===== src/rtl/slave_rx.sv =====
// slave_rx: oversampled serial byte receiver that locks onto an incrementing byte stream.
// Define SLAVE_RX_ERRCNT_EN to build the saturating out-of-sequence counter behind err_cnt.
module slave_rx #(
  parameter int BIT_DIV    = 100000002,
  parameter int LOCK_CNT   = 3,
  parameter int UNLOCK_CNT = 2
) (
  input  logic       sclk,
  input  logic       reset,
  input  logic       mosi,
  output logic [7:0] data,
  output logic       valid,
  output logic       locked,
  output logic [7:0] err_cnt
);

  localparam int            TW         = 27;
  localparam logic [TW-1:0] DIV_LAST   = TW'(BIT_DIV - 1);
  localparam logic [TW-1:0] DIV_HALF   = TW'(BIT_DIV / 2);
  localparam logic [7:0]    LOCK_TGT   = 8'(LOCK_CNT);
  localparam logic [7:0]    UNLOCK_TGT = 8'(UNLOCK_CNT);

  localparam logic [1:0] ST_HUNT   = 2'd0;
  localparam logic [1:0] ST_CHECK  = 2'd1;
  localparam logic [1:0] ST_LOCKED = 2'd2;

  logic          mosi_meta_r;
  logic          mosi_sync_r;
  logic          mosi_prev_r;
  logic [TW-1:0] timer_r;
  logic [3:0]    slot_r;
  logic          slip_r;
  logic [6:0]    shift_r;
  logic [1:0]    state_r;
  logic [7:0]    ref_r;
  logic [7:0]    match_r;
  logic [7:0]    miss_r;
  logic [7:0]    data_r;
  logic          valid_r;
  logic          locked_r;

  logic          mosi_edge_s;
  logic          sample_s;
  logic          done_s;
  logic          in_seq_s;
  logic          slip_set_s;
  logic [7:0]    byte_s;

  assign mosi_edge_s = mosi_sync_r ^ mosi_prev_r;
  assign sample_s    = (timer_r == DIV_HALF);
  assign done_s      = sample_s && !slip_r && (slot_r == 4'd7);
  assign byte_s      = {mosi_sync_r, shift_r};
  assign in_seq_s    = (byte_s == (ref_r + 8'd1));
  assign slip_set_s  = done_s && (state_r == ST_CHECK) && !in_seq_s;

  // Synchronizer plus a delayed copy for transition detection
  always_ff @(posedge sclk or negedge reset) begin
    if (!reset) begin
      mosi_meta_r <= 1'b0;
      mosi_sync_r <= 1'b0;
      mosi_prev_r <= 1'b0;
    end else begin
      mosi_meta_r <= mosi;
      mosi_sync_r <= mosi_meta_r;
      mosi_prev_r <= mosi_sync_r;
    end
  end

  // Bit timer, realigned to every line transition
  always_ff @(posedge sclk or negedge reset) begin
    if (!reset) begin
      timer_r <= '0;
    end else if (mosi_edge_s || (timer_r == DIV_LAST)) begin
      timer_r <= '0;
    end else begin
      timer_r <= timer_r + 27'd1;
    end
  end

  // Slot counter and data shifter; a pending slip swallows one sample point
  always_ff @(posedge sclk or negedge reset) begin
    if (!reset) begin
      slot_r  <= 4'd0;
      slip_r  <= 1'b0;
      shift_r <= 7'd0;
    end else if (sample_s) begin
      if (slip_r) begin
        slip_r <= 1'b0;
      end else begin
        slip_r <= slip_set_s;
        slot_r <= (slot_r == 4'd8) ? 4'd0 : slot_r + 4'd1;
        if (slot_r < 4'd7) begin
          shift_r <= {mosi_sync_r, shift_r[6:1]};
        end else begin
          shift_r <= shift_r;
        end
      end
    end else begin
      slip_r <= slip_r;
    end
  end

  // Lock FSM; the locking byte itself is already delivered with valid
  always_ff @(posedge sclk or negedge reset) begin
    if (!reset) begin
      state_r  <= ST_HUNT;
      ref_r    <= 8'h00;
      match_r  <= 8'd0;
      miss_r   <= 8'd0;
      data_r   <= 8'h00;
      valid_r  <= 1'b0;
      locked_r <= 1'b0;
    end else begin
      valid_r <= 1'b0;
      if (done_s) begin
        case (state_r)
          ST_HUNT: begin
            ref_r   <= byte_s;
            match_r <= 8'd1;
            state_r <= ST_CHECK;
          end
          ST_CHECK: begin
            if (in_seq_s) begin
              ref_r   <= byte_s;
              match_r <= match_r + 8'd1;
              if ((match_r + 8'd1) >= LOCK_TGT) begin
                state_r  <= ST_LOCKED;
                locked_r <= 1'b1;
                miss_r   <= 8'd0;
                data_r   <= byte_s;
                valid_r  <= 1'b1;
              end else begin
                state_r <= ST_CHECK;
              end
            end else begin
              match_r <= 8'd0;
              state_r <= ST_HUNT;
            end
          end
          ST_LOCKED: begin
            // The reference free-runs so a single corrupted byte does not break the sequence
            ref_r <= ref_r + 8'd1;
            if (in_seq_s) begin
              miss_r  <= 8'd0;
              data_r  <= byte_s;
              valid_r <= 1'b1;
            end else if ((miss_r + 8'd1) >= UNLOCK_TGT) begin
              miss_r   <= 8'd0;
              state_r  <= ST_HUNT;
              locked_r <= 1'b0;
            end else begin
              miss_r  <= miss_r + 8'd1;
              data_r  <= byte_s;
              valid_r <= 1'b1;
            end
          end
          default: begin
            state_r  <= ST_HUNT;
            locked_r <= 1'b0;
          end
        endcase
      end else begin
        state_r <= state_r;
      end
    end
  end

  assign data   = data_r;
  assign valid  = valid_r;
  assign locked = locked_r;

`ifdef SLAVE_RX_ERRCNT_EN
  logic [7:0] err_cnt_r;
  logic       miss_err_s;

  assign miss_err_s = done_s && (state_r == ST_LOCKED) && !in_seq_s;

  // Saturating out-of-sequence counter, cleared only by reset
  always_ff @(posedge sclk or negedge reset) begin
    if (!reset) begin
      err_cnt_r <= 8'h00;
    end else if (miss_err_s && (err_cnt_r != 8'hFF)) begin
      err_cnt_r <= err_cnt_r + 8'd1;
    end else begin
      err_cnt_r <= err_cnt_r;
    end
  end

  assign err_cnt = err_cnt_r;
`else
  assign err_cnt = 8'h00;
`endif

endmodule


===== config.mk =====
export PLATFORM = sky130hd
export DESIGN_NAME = slave_rx
export DESIGN_NICKNAME = d
export VERILOG_FILES = /design/src/rtl/slave_rx.sv
export SDC_FILE = /design/constraint.sdc
export NUM_CORES = 1
export LEC_CHECK = 0
export CELL_PAD_IN_SITES_DETAIL_PLACEMENT = 1
export CELL_PAD_IN_SITES_GLOBAL_PLACEMENT = 1
export CORE_UTILIZATION = 45
export DETAILED_ROUTE_END_ITERATION = 6
export DONT_BUFFER_PORTS = 1
export GPL_TIMING_DRIVEN = 0
export PLACE_DENSITY = 0.82
export REMOVE_ABC_BUFFERS = 1
export SETUP_SLACK_MARGIN = 0.02
export SLEW_MARGIN = 20
export SYNTH_ARGS = -nofsm -noshare
export SYNTH_HDL_FRONTEND = slang
export SYNTH_SLANG_ARGS = --single-unit

===== constraint.sdc =====
create_clock -name sclk -period 5.8 [get_ports sclk]
set_clock_uncertainty 0.05 [all_clocks]
set_input_delay 0.87 -clock sclk [delete_from_list [all_inputs] [get_ports sclk]]
set_output_delay 0.87 -clock sclk [all_outputs]
set_load 0.005 [all_outputs]

==> results of run 1 <==
[synthesized netlist by cell type (all sizes together) (2+ instances only)]
master / n / area share
a211oi: 2 / 0.0036
a21o: 6 / 0.011
a21oi: 9 / 0.011
a22o: 2 / 0.0041
a31oi: 7 / 0.014
a32oi: 2 / 0.0041
and2: 10 / 0.015
and3: 5 / 0.0074
and4: 3 / 0.0062
buf: 11 / 0.018
clkbuf: 7 / 0.0062
dfrtp: 78 / 0.46
ha: 13 / 0.038
inv: 12 / 0.011
mux2: 18 / 0.048
mux2i: 7 / 0.017
nand2: 39 / 0.035
nand2b: 2 / 0.0030
nand3: 20 / 0.025
nand3b: 4 / 0.0071
nand4: 10 / 0.015
nor2: 43 / 0.038
nor2b: 2 / 0.0030
nor3: 11 / 0.013
nor3b: 4 / 0.0071
nor4: 8 / 0.015
o2111ai: 2 / 0.0041
o211ai: 4 / 0.0071
o21ai: 23 / 0.028
o31ai: 2 / 0.0036
or2: 4 / 0.0059
or3: 6 / 0.010
or4: 2 / 0.0044
xnor2: 14 / 0.029
xor2: 23 / 0.048
[registers in the layout, indices dropped and copies added (netlist names)]
name         flops
timer_r         27
mosi_sync_r      1
match_r          8
slip_r           1
ref_r            8
miss_r           8
mosi_prev_r      1
state_r          2
shift_r          7
locked           1
slot_r           4
mosi_meta_r      1
data             8
valid            1
[cell type report]
type | count | area (um2) | area share
clock buffers | 11 | 151 | 0.0336
clock inverters | 3 | 45.0 | 0.00999
flip-flops and latches | 78 | 1950 | 0.433
multi-input cells | 325 | 2160 | 0.479
repair buffers | 3 | 22.5 | 0.00499
well taps | 108 | 135 | 0.0300
inverters | 12 | 45.0 | 0.00999
[per-layer routing]
layer | share of wire | track usage | vias to the layer above
met5 | 0 | 0 | -
met4 | 0.016 | 0.0735 | 0
met3 | 0.030 | 0.0326 | 15
met2 | 0.50 | 0.371 | 53
met1 | 0.45 | 0.278 | 1594
li1 | - | - | 1490
[report_power, final]
| group | switching (mW) | internal (mW) | total [mW] |
|---|---|---|---|
| registers | 0.00445 | 0.548 | 0.552 |
| logic | 0.0151 | 0.00867 | 0.0237 |
| clock network | 0.198 | 0.218 | 0.415 |
| total | 0.217 | 0.774 | 0.991 |
[worst max path at each step]
stage | start | slack [ns] | cells after the start | endpoint
2_1_floorplan | timer_r[5]$_DFF_PN0_ | 2.30 | 4 | timer_r[10]$_DFF_PN0_
3_3_place_gp | timer_r[5]$_DFF_PN0_ | 0.86 | 4 | timer_r[19]$_DFF_PN0_
3_5_place_dp | ref_r[0]$_DFFE_PN0P_ | 2.08 | 9 | data[0]$_DFFE_PN0P_
4_1_cts | ref_r[0]$_DFFE_PN0P_ | 2.04 | 9 | data[0]$_DFFE_PN0P_
5_1_grt | ref_r[0]$_DFFE_PN0P_ | 1.81 | 9 | data[0]$_DFFE_PN0P_
6_report | ref_r[0]$_DFFE_PN0P_ | 2.09 | 9 | data[0]$_DFFE_PN0P_
[kinds of logic (layout without fill, tap and decap cells)]
| kind of cell | Yosys count | in the layout | synth area share |
|---|---|---|---|
| mux | 25 | 25 | 0.0645 |
| compound gates | 65 | 65 | 0.104 |
| fa+ha+maj | 13 | 13 | 0.0385 |
| other cells | 1 | 8 | 0.000887 |
| simple gates | 177 | 177 | 0.219 |
| flops | 78 | 78 | 0.462 |
| xor+xnor | 37 | 37 | 0.0767 |
| buf+inv | 30 | 29 | 0.0352 |
==> metrics.txt, run 1 <==
# TYPE chip_impl_metric gauge
chip_impl_info{name="outcome",value="complete, no violations"} 1
chip_impl_metric{name="drt-wirelength-per-cell",unit="um"} 17.8
chip_impl_metric{name="first_global_vias",unit=""} 3449
chip_impl_metric{name="io_buffer_count",unit=""} 0
chip_impl_metric{name="postLayoutCoreUtil",unit=""} 0.507
chip_impl_metric{name="placedInstanceArea",unit="um2"} 4310
chip_impl_metric{name="final_cell_area",unit="um2"} 4510
chip_impl_info{name="synth_flop_cell",value="dfrtp_1"} 1
chip_impl_metric{name="drt_wl_total",unit="um"} 9630
chip_impl_info{name="crit_slowest_cell",value="nor4_4"} 1
chip_impl_metric{name="detail_route.iter0.violations",unit=""} 131
chip_impl_metric{name="worst_slew_margin_rel",unit=""} 0.397
chip_impl_metric{name="async_reset_ff_frac",unit=""} 1.00
chip_impl_metric{name="numCtsBuffers",unit=""} 9
chip_impl_metric{name="cts_setup_buffers",unit=""} 0
chip_impl_metric{name="placed_cells",unit=""} 526
chip_impl_metric{name="power_density",unit="nW/um2"} 220
chip_impl_metric{name="initial_core_util",unit=""} 0.475
chip_impl_metric{name="total_power",unit="mW"} 0.991
chip_impl_metric{name="clk_path_buf_depth",unit=""} 2
chip_impl_metric{name="rrSetupSlack",unit="ns"} 2.09
chip_impl_metric{name="detailedPlacementHpwl",unit="um"} 6660
chip_impl_metric{name="critical_path.n_buffers_inverters",unit=""} 0
chip_impl_info{name="final_cell_mix",value="dfrtp_1 (78), nor2_1 (43), nand2_1 (39), xor2_1 (23), o21ai_0 (22)"} 1
chip_impl_info{name="r2r_end",value="data[0]$_DFFE_PN0P_"} 1
chip_impl_metric{name="io-pin-count",unit=""} 21
chip_impl_metric{name="total_negative_setup_slacks",unit="ns"} 0
chip_impl_metric{name="tritoncts_num_sinks",unit=""} 78
chip_impl_metric{name="final.period_utilization",unit=""} 0.640
chip_impl_metric{name="overflow",unit=""} 0
chip_impl_metric{name="synth_edf_count",unit=""} 0
chip_impl_metric{name="first_pass_grt_wire_length",unit="um"} 16800
chip_impl_metric{name="place_congestion",unit=""} 0.783
chip_impl_info{name="tritoncts_clock_tree",value="done"} 1
chip_impl_metric{name="antenna_found_initial",unit=""} 0
chip_impl_metric{name="syn-cell-area",unit="um2"} 4230
chip_impl_info{name="path_class",value="reg -> reg"} 1
chip_impl_metric{name="synth_cell_type_count",unit=""} 54
chip_impl_metric{name="post_cts_hold_buffer_count",unit=""} 0
chip_impl_info{name="layout.cells.most_common",value="dfrtp_1"} 1
chip_impl_metric{name="rr_worst_depth",unit=""} 9
chip_impl_metric{name="gr-usage-all-layers",unit=""} 0.216
chip_impl_metric{name="cap_violations",unit=""} 0
chip_impl_metric{name="peakVddDrop",unit="uV"} 114
chip_impl_metric{name="antenna-diode-count",unit=""} 0
chip_impl_info{name="rsz_0062_raised_after_global_routing",value="false"} 1
chip_impl_metric{name="die_w",unit="um"} 98.9
chip_impl_metric{name="post_route_cells_drive_above_1_share",unit=""} 0.104
chip_impl_metric{name="cts.repair.resized",unit=""} 0
chip_impl_metric{name="fp.dieH",unit="um"} 98.9
chip_impl_info{name="clk_root_buffer_cell",value="clkbuf_8"} 1
chip_impl_metric{name="filler_cell_count",unit=""} 999
chip_impl_metric{name="clk_pin_slew",unit="ns"} 0.09
chip_impl_metric{name="worst-slew-pin-transition",unit="ns"} 0.897
chip_impl_metric{name="final_number_of_hold_violating_endpoints",unit=""} 0
chip_impl_metric{name="worstSkewPairLatency",unit="ns"} 0.35
chip_impl_metric{name="ant_nets",unit=""} 0
chip_impl_metric{name="hold_ws",unit="ns"} 0.151
chip_impl_metric{name="cells_after_synthesis",unit=""} 426
chip_impl_metric{name="dieArea",unit="um2"} 9780
chip_impl_metric{name="syn2layout_area_growth",unit="%"} 6.72
chip_impl_metric{name="dr.pass1.iters",unit=""} 4
chip_impl_metric{name="period_minus_slack",unit="ns"} 3.71
chip_impl_metric{name="final_cell_count_no_fill",unit=""} 540
chip_impl_metric{name="critPathMaxStageDelay",unit="ns"} 0.65
chip_impl_metric{name="design.final.nets",unit=""} 445
chip_impl_info{name="worst_setup_path_start_kind",value="register"} 1
chip_impl_info{name="cp-end-kind",value="register"} 1
chip_impl_metric{name="setup_ws_final",unit="ns"} 2.09
chip_impl_metric{name="final_max_slew_viol_count",unit=""} 0
chip_impl_info{name="min_path_type",value="in -> async"} 1
chip_impl_info{name="crit_family",value="compound AO/OA/AOI/OAI gates"} 1
chip_impl_metric{name="ys_seq_elements",unit=""} 78
chip_impl_metric{name="drt_drc_violations_left",unit=""} 0
chip_impl_metric{name="critical_path.max_fanout",unit=""} 11
chip_impl_metric{name="power.leakage",unit="nW"} 1.99
chip_impl_info{name="critical_path_cell_list",value="ha_1, xor2_1, a211oi_1, o311ai_0, a21o_1, nor4_4, a41oi_2, a31oi_4, mux2_2"} 1
chip_impl_metric{name="core_region_area",unit="um2"} 8890
chip_impl_metric{name="synthesis.yosys.warnings",unit=""} 0
chip_impl_metric{name="pre_cts_ws",unit="ns"} 2.08
chip_impl_metric{name="setup_viol",unit=""} 0
chip_impl_metric{name="route.vias.total",unit=""} 3152
chip_impl_metric{name="grt_start_max_net_pins",unit=""} 79
chip_impl_metric{name="rows",unit=""} 34
chip_impl_metric{name="data_required_time_of_the_critical_path",unit="ns"} 5.98
chip_impl_metric{name="depth_of_the_cts_h_tree",unit=""} 3
chip_impl_metric{name="synthesis.area_per_instance",unit="um2"} 9.92
chip_impl_metric{name="synth_seq_area_share",unit=""} 0.462
chip_impl_info{name="r2r_startpoint",value="ref_r[0]$_DFFE_PN0P_"} 1
chip_impl_metric{name="critical_path_arrival",unit="ns"} 3.89
chip_impl_metric{name="drt-vias-per-instance",unit=""} 5.84
chip_impl_metric{name="max_clock_freq",unit="GHz"} 0.269
(Power assumes the default switching activity.)
==> run 2, diff against run 1 <==
PLACE_DENSITY = 0.85   (was 0.82)
clock period = 3.1 ns   (was 5.8 ns; I/O delays follow)
==> metrics.txt, run 2 (synthesized netlist as in run 1, its figures left out) <==
# TYPE chip_impl_metric gauge
chip_impl_metric{name="tritoncts_num_sinks",unit=""} 78
chip_impl_metric{name="first_global_vias",unit=""} 3451
chip_impl_metric{name="dr.pass1.iters",unit=""} 4
chip_impl_metric{name="max_clock_freq",unit="GHz"} 0.336
chip_impl_metric{name="numCtsBuffers",unit=""} 9
chip_impl_metric{name="route.vias.total",unit=""} 3223
chip_impl_metric{name="total_power",unit="mW"} 2.06
chip_impl_metric{name="antenna-diode-count",unit=""} 0
chip_impl_metric{name="critical_path.max_fanout",unit=""} 8
chip_impl_metric{name="worstSkewPairLatency",unit="ns"} 0.37
chip_impl_metric{name="setup_viol",unit=""} 0
chip_impl_info{name="outcome",value="complete, no violations"} 1
chip_impl_info{name="final_cell_mix",value="dfrtp_1 (76), nor2_1 (43), nand2_1 (38), xor2_1 (23), o21ai_0 (20)"} 1
chip_impl_metric{name="rows",unit=""} 34
chip_impl_metric{name="detail_route.iter0.violations",unit=""} 106
chip_impl_info{name="crit_family",value="compound AO/OA/AOI/OAI gates"} 1
chip_impl_metric{name="hold_ws",unit="ns"} 0.0722
chip_impl_info{name="path_class",value="reg -> reg"} 1
chip_impl_info{name="tritoncts_clock_tree",value="done"} 1
chip_impl_metric{name="post_route_cells_drive_above_1_share",unit=""} 0.134
chip_impl_metric{name="worst-slew-pin-transition",unit="ns"} 0.688
chip_impl_metric{name="critical_path_arrival",unit="ns"} 3.18
chip_impl_metric{name="period_minus_slack",unit="ns"} 2.98
chip_impl_info{name="min_path_type",value="in -> reg"} 1
chip_impl_metric{name="rrSetupSlack",unit="ns"} 0.12
chip_impl_metric{name="data_required_time_of_the_critical_path",unit="ns"} 3.30
chip_impl_metric{name="cap_violations",unit=""} 0
chip_impl_metric{name="clk_path_buf_depth",unit=""} 2
chip_impl_metric{name="peakVddDrop",unit="uV"} 328
chip_impl_info{name="clk_root_buffer_cell",value="clkbuf_8"} 1
chip_impl_metric{name="place_congestion",unit=""} 0.784
chip_impl_metric{name="multi_input_area",unit="um2"} 2210
chip_impl_metric{name="grt_start_max_net_pins",unit=""} 79
chip_impl_info{name="layout.cells.most_common",value="dfrtp_1"} 1
chip_impl_metric{name="first_pass_grt_wire_length",unit="um"} 17000
chip_impl_metric{name="fp.dieH",unit="um"} 98.9
chip_impl_metric{name="power.share.switching",unit=""} 0.231
chip_impl_metric{name="ant_nets",unit=""} 0
chip_impl_metric{name="core_region_area",unit="um2"} 8890
chip_impl_metric{name="critPathMaxStageDelay",unit="ns"} 0.57
chip_impl_metric{name="design.final.nets",unit=""} 451
chip_impl_metric{name="filler_cell_count",unit=""} 967
chip_impl_metric{name="worst_slew_margin_rel",unit=""} 0.537
chip_impl_info{name="largest_register",value="timer_r"} 1
chip_impl_metric{name="largest_reg_flops",unit=""} 27
chip_impl_metric{name="depth_of_the_cts_h_tree",unit=""} 3
chip_impl_info{name="worst_setup_path_start_kind",value="register"} 1
chip_impl_metric{name="io_buffer_count",unit=""} 0
chip_impl_metric{name="detailedPlacementHpwl",unit="um"} 6430
chip_impl_metric{name="initial_core_util",unit=""} 0.475
chip_impl_metric{name="final_max_slew_viol_count",unit=""} 0
chip_impl_metric{name="seq_area",unit="um2"} 1950
chip_impl_metric{name="overflow",unit=""} 0
chip_impl_metric{name="final.period_utilization",unit=""} 0.961
chip_impl_metric{name="switching_power",unit="mW"} 0.474
chip_impl_metric{name="power_report.internal_total",unit="mW"} 1.58
chip_impl_metric{name="critical_path.n_buffers_inverters",unit=""} 1
chip_impl_metric{name="gr-usage-all-layers",unit=""} 0.221
chip_impl_metric{name="power.sequential.fraction",unit=""} 0.503
chip_impl_metric{name="die_w",unit="um"} 98.9
chip_impl_metric{name="power_density",unit="nW/um2"} 438
chip_impl_metric{name="drt_wl_total",unit="um"} 9810
chip_impl_metric{name="drt-vias-per-instance",unit=""} 5.88
chip_impl_metric{name="syn2layout_area_growth",unit="%"} 11.0
chip_impl_info{name="cp-end-kind",value="register"} 1
chip_impl_metric{name="power_frac_comb",unit=""} 0.035
chip_impl_info{name="crit_slowest_cell",value="or4_4"} 1
chip_impl_metric{name="final_number_of_hold_violating_endpoints",unit=""} 0
chip_impl_metric{name="power.leakage",unit="nW"} 2.05
chip_impl_metric{name="drt-wirelength-per-cell",unit="um"} 17.9
chip_impl_info{name="critical_path_cell_list",value="ha_1, xor2_1, a211oi_1, o311ai_1, a21o_1, or4_4, a31oi_4, buf_12, mux2_2"} 1
chip_impl_metric{name="drt_drc_violations_left",unit=""} 0
chip_impl_metric{name="io-pin-count",unit=""} 21
chip_impl_metric{name="share_clk_of_total_power",unit=""} 0.463
chip_impl_metric{name="clk_pin_slew",unit="ns"} 0.08
chip_impl_metric{name="dieArea",unit="um2"} 9780
chip_impl_metric{name="antenna_found_initial",unit=""} 0
chip_impl_info{name="rsz_0062_raised_after_global_routing",value="false"} 1
run 2: power groups by stage:
stage               clock, mW  combinational (mW)  sequential, mW
floorplan                   0              0.0283            1.05
global placement            0              0.0356            1.05
detailed placement          0              0.0427            1.05
CTS                     0.966              0.0703            1.03
global route             1.01              0.0807            1.04
finish                  0.951              0.0712            1.03
run 2: final timing paths:
path | start | cells past startpoint | to
max | ref_r[0]$_DFFE_PN0P_ | 9 | data[3]$_DFFE_PN0P_
min | mosi | 0 | mosi_meta_r$_DFF_PN0_
max reg2reg | ref_r[0]$_DFFE_PN0P_ | 9 | data[3]$_DFFE_PN0P_
min reg2reg | mosi_meta_r$_DFF_PN0_ | 0 | mosi_sync_r$_DFF_PN0_
max in group asynchronous | reset | 2 | ref_r[0]$_DFFE_PN0P_
min in group asynchronous | reset | 2 | timer_r[5]$_DFF_PN0_
run 2: cell type report:
type	instances	area share
multi-input cells	325	0.472
flip-flops and latches	78	0.417
inverters	12	0.00960
clock buffers	9	0.0264
repair buffers	9	0.0208
clock inverters	7	0.0259
well taps	108	0.0288
run 2: per-layer routing:
metal,global-route usage,up-vias,wire (um)
li1,-,1514,-
met1,0.277,1636,4370
met2,0.375,50,4940
met3,0.0383,23,267
met4,0.0930,0,235
met5,0,-,0
run 2: what timing repair did:
item	CTS	global route
gates resized for setup	3	10
pin swaps	1	2
endpoints found under the hold margin	78	0
hold buffers	2	0
cloned	0	0
setup endpoints to repair	22	21
setup buffers	2	2
run 2: per-stage QoR:
stage	TNS, ns	util	instances	area (um2)	setup WS (ns)
floorplan	-10.42	-	415	4150	-0.396
global placement	-52.11	0.482	523	4280	-1.81
detailed placement	-4.77	0.485	526	4310	-0.561
CTS	0	0.522	546	4640	0.0207
global route	0	0.528	548	4690	0.0202
finish	0	0.528	548	4690	0.120
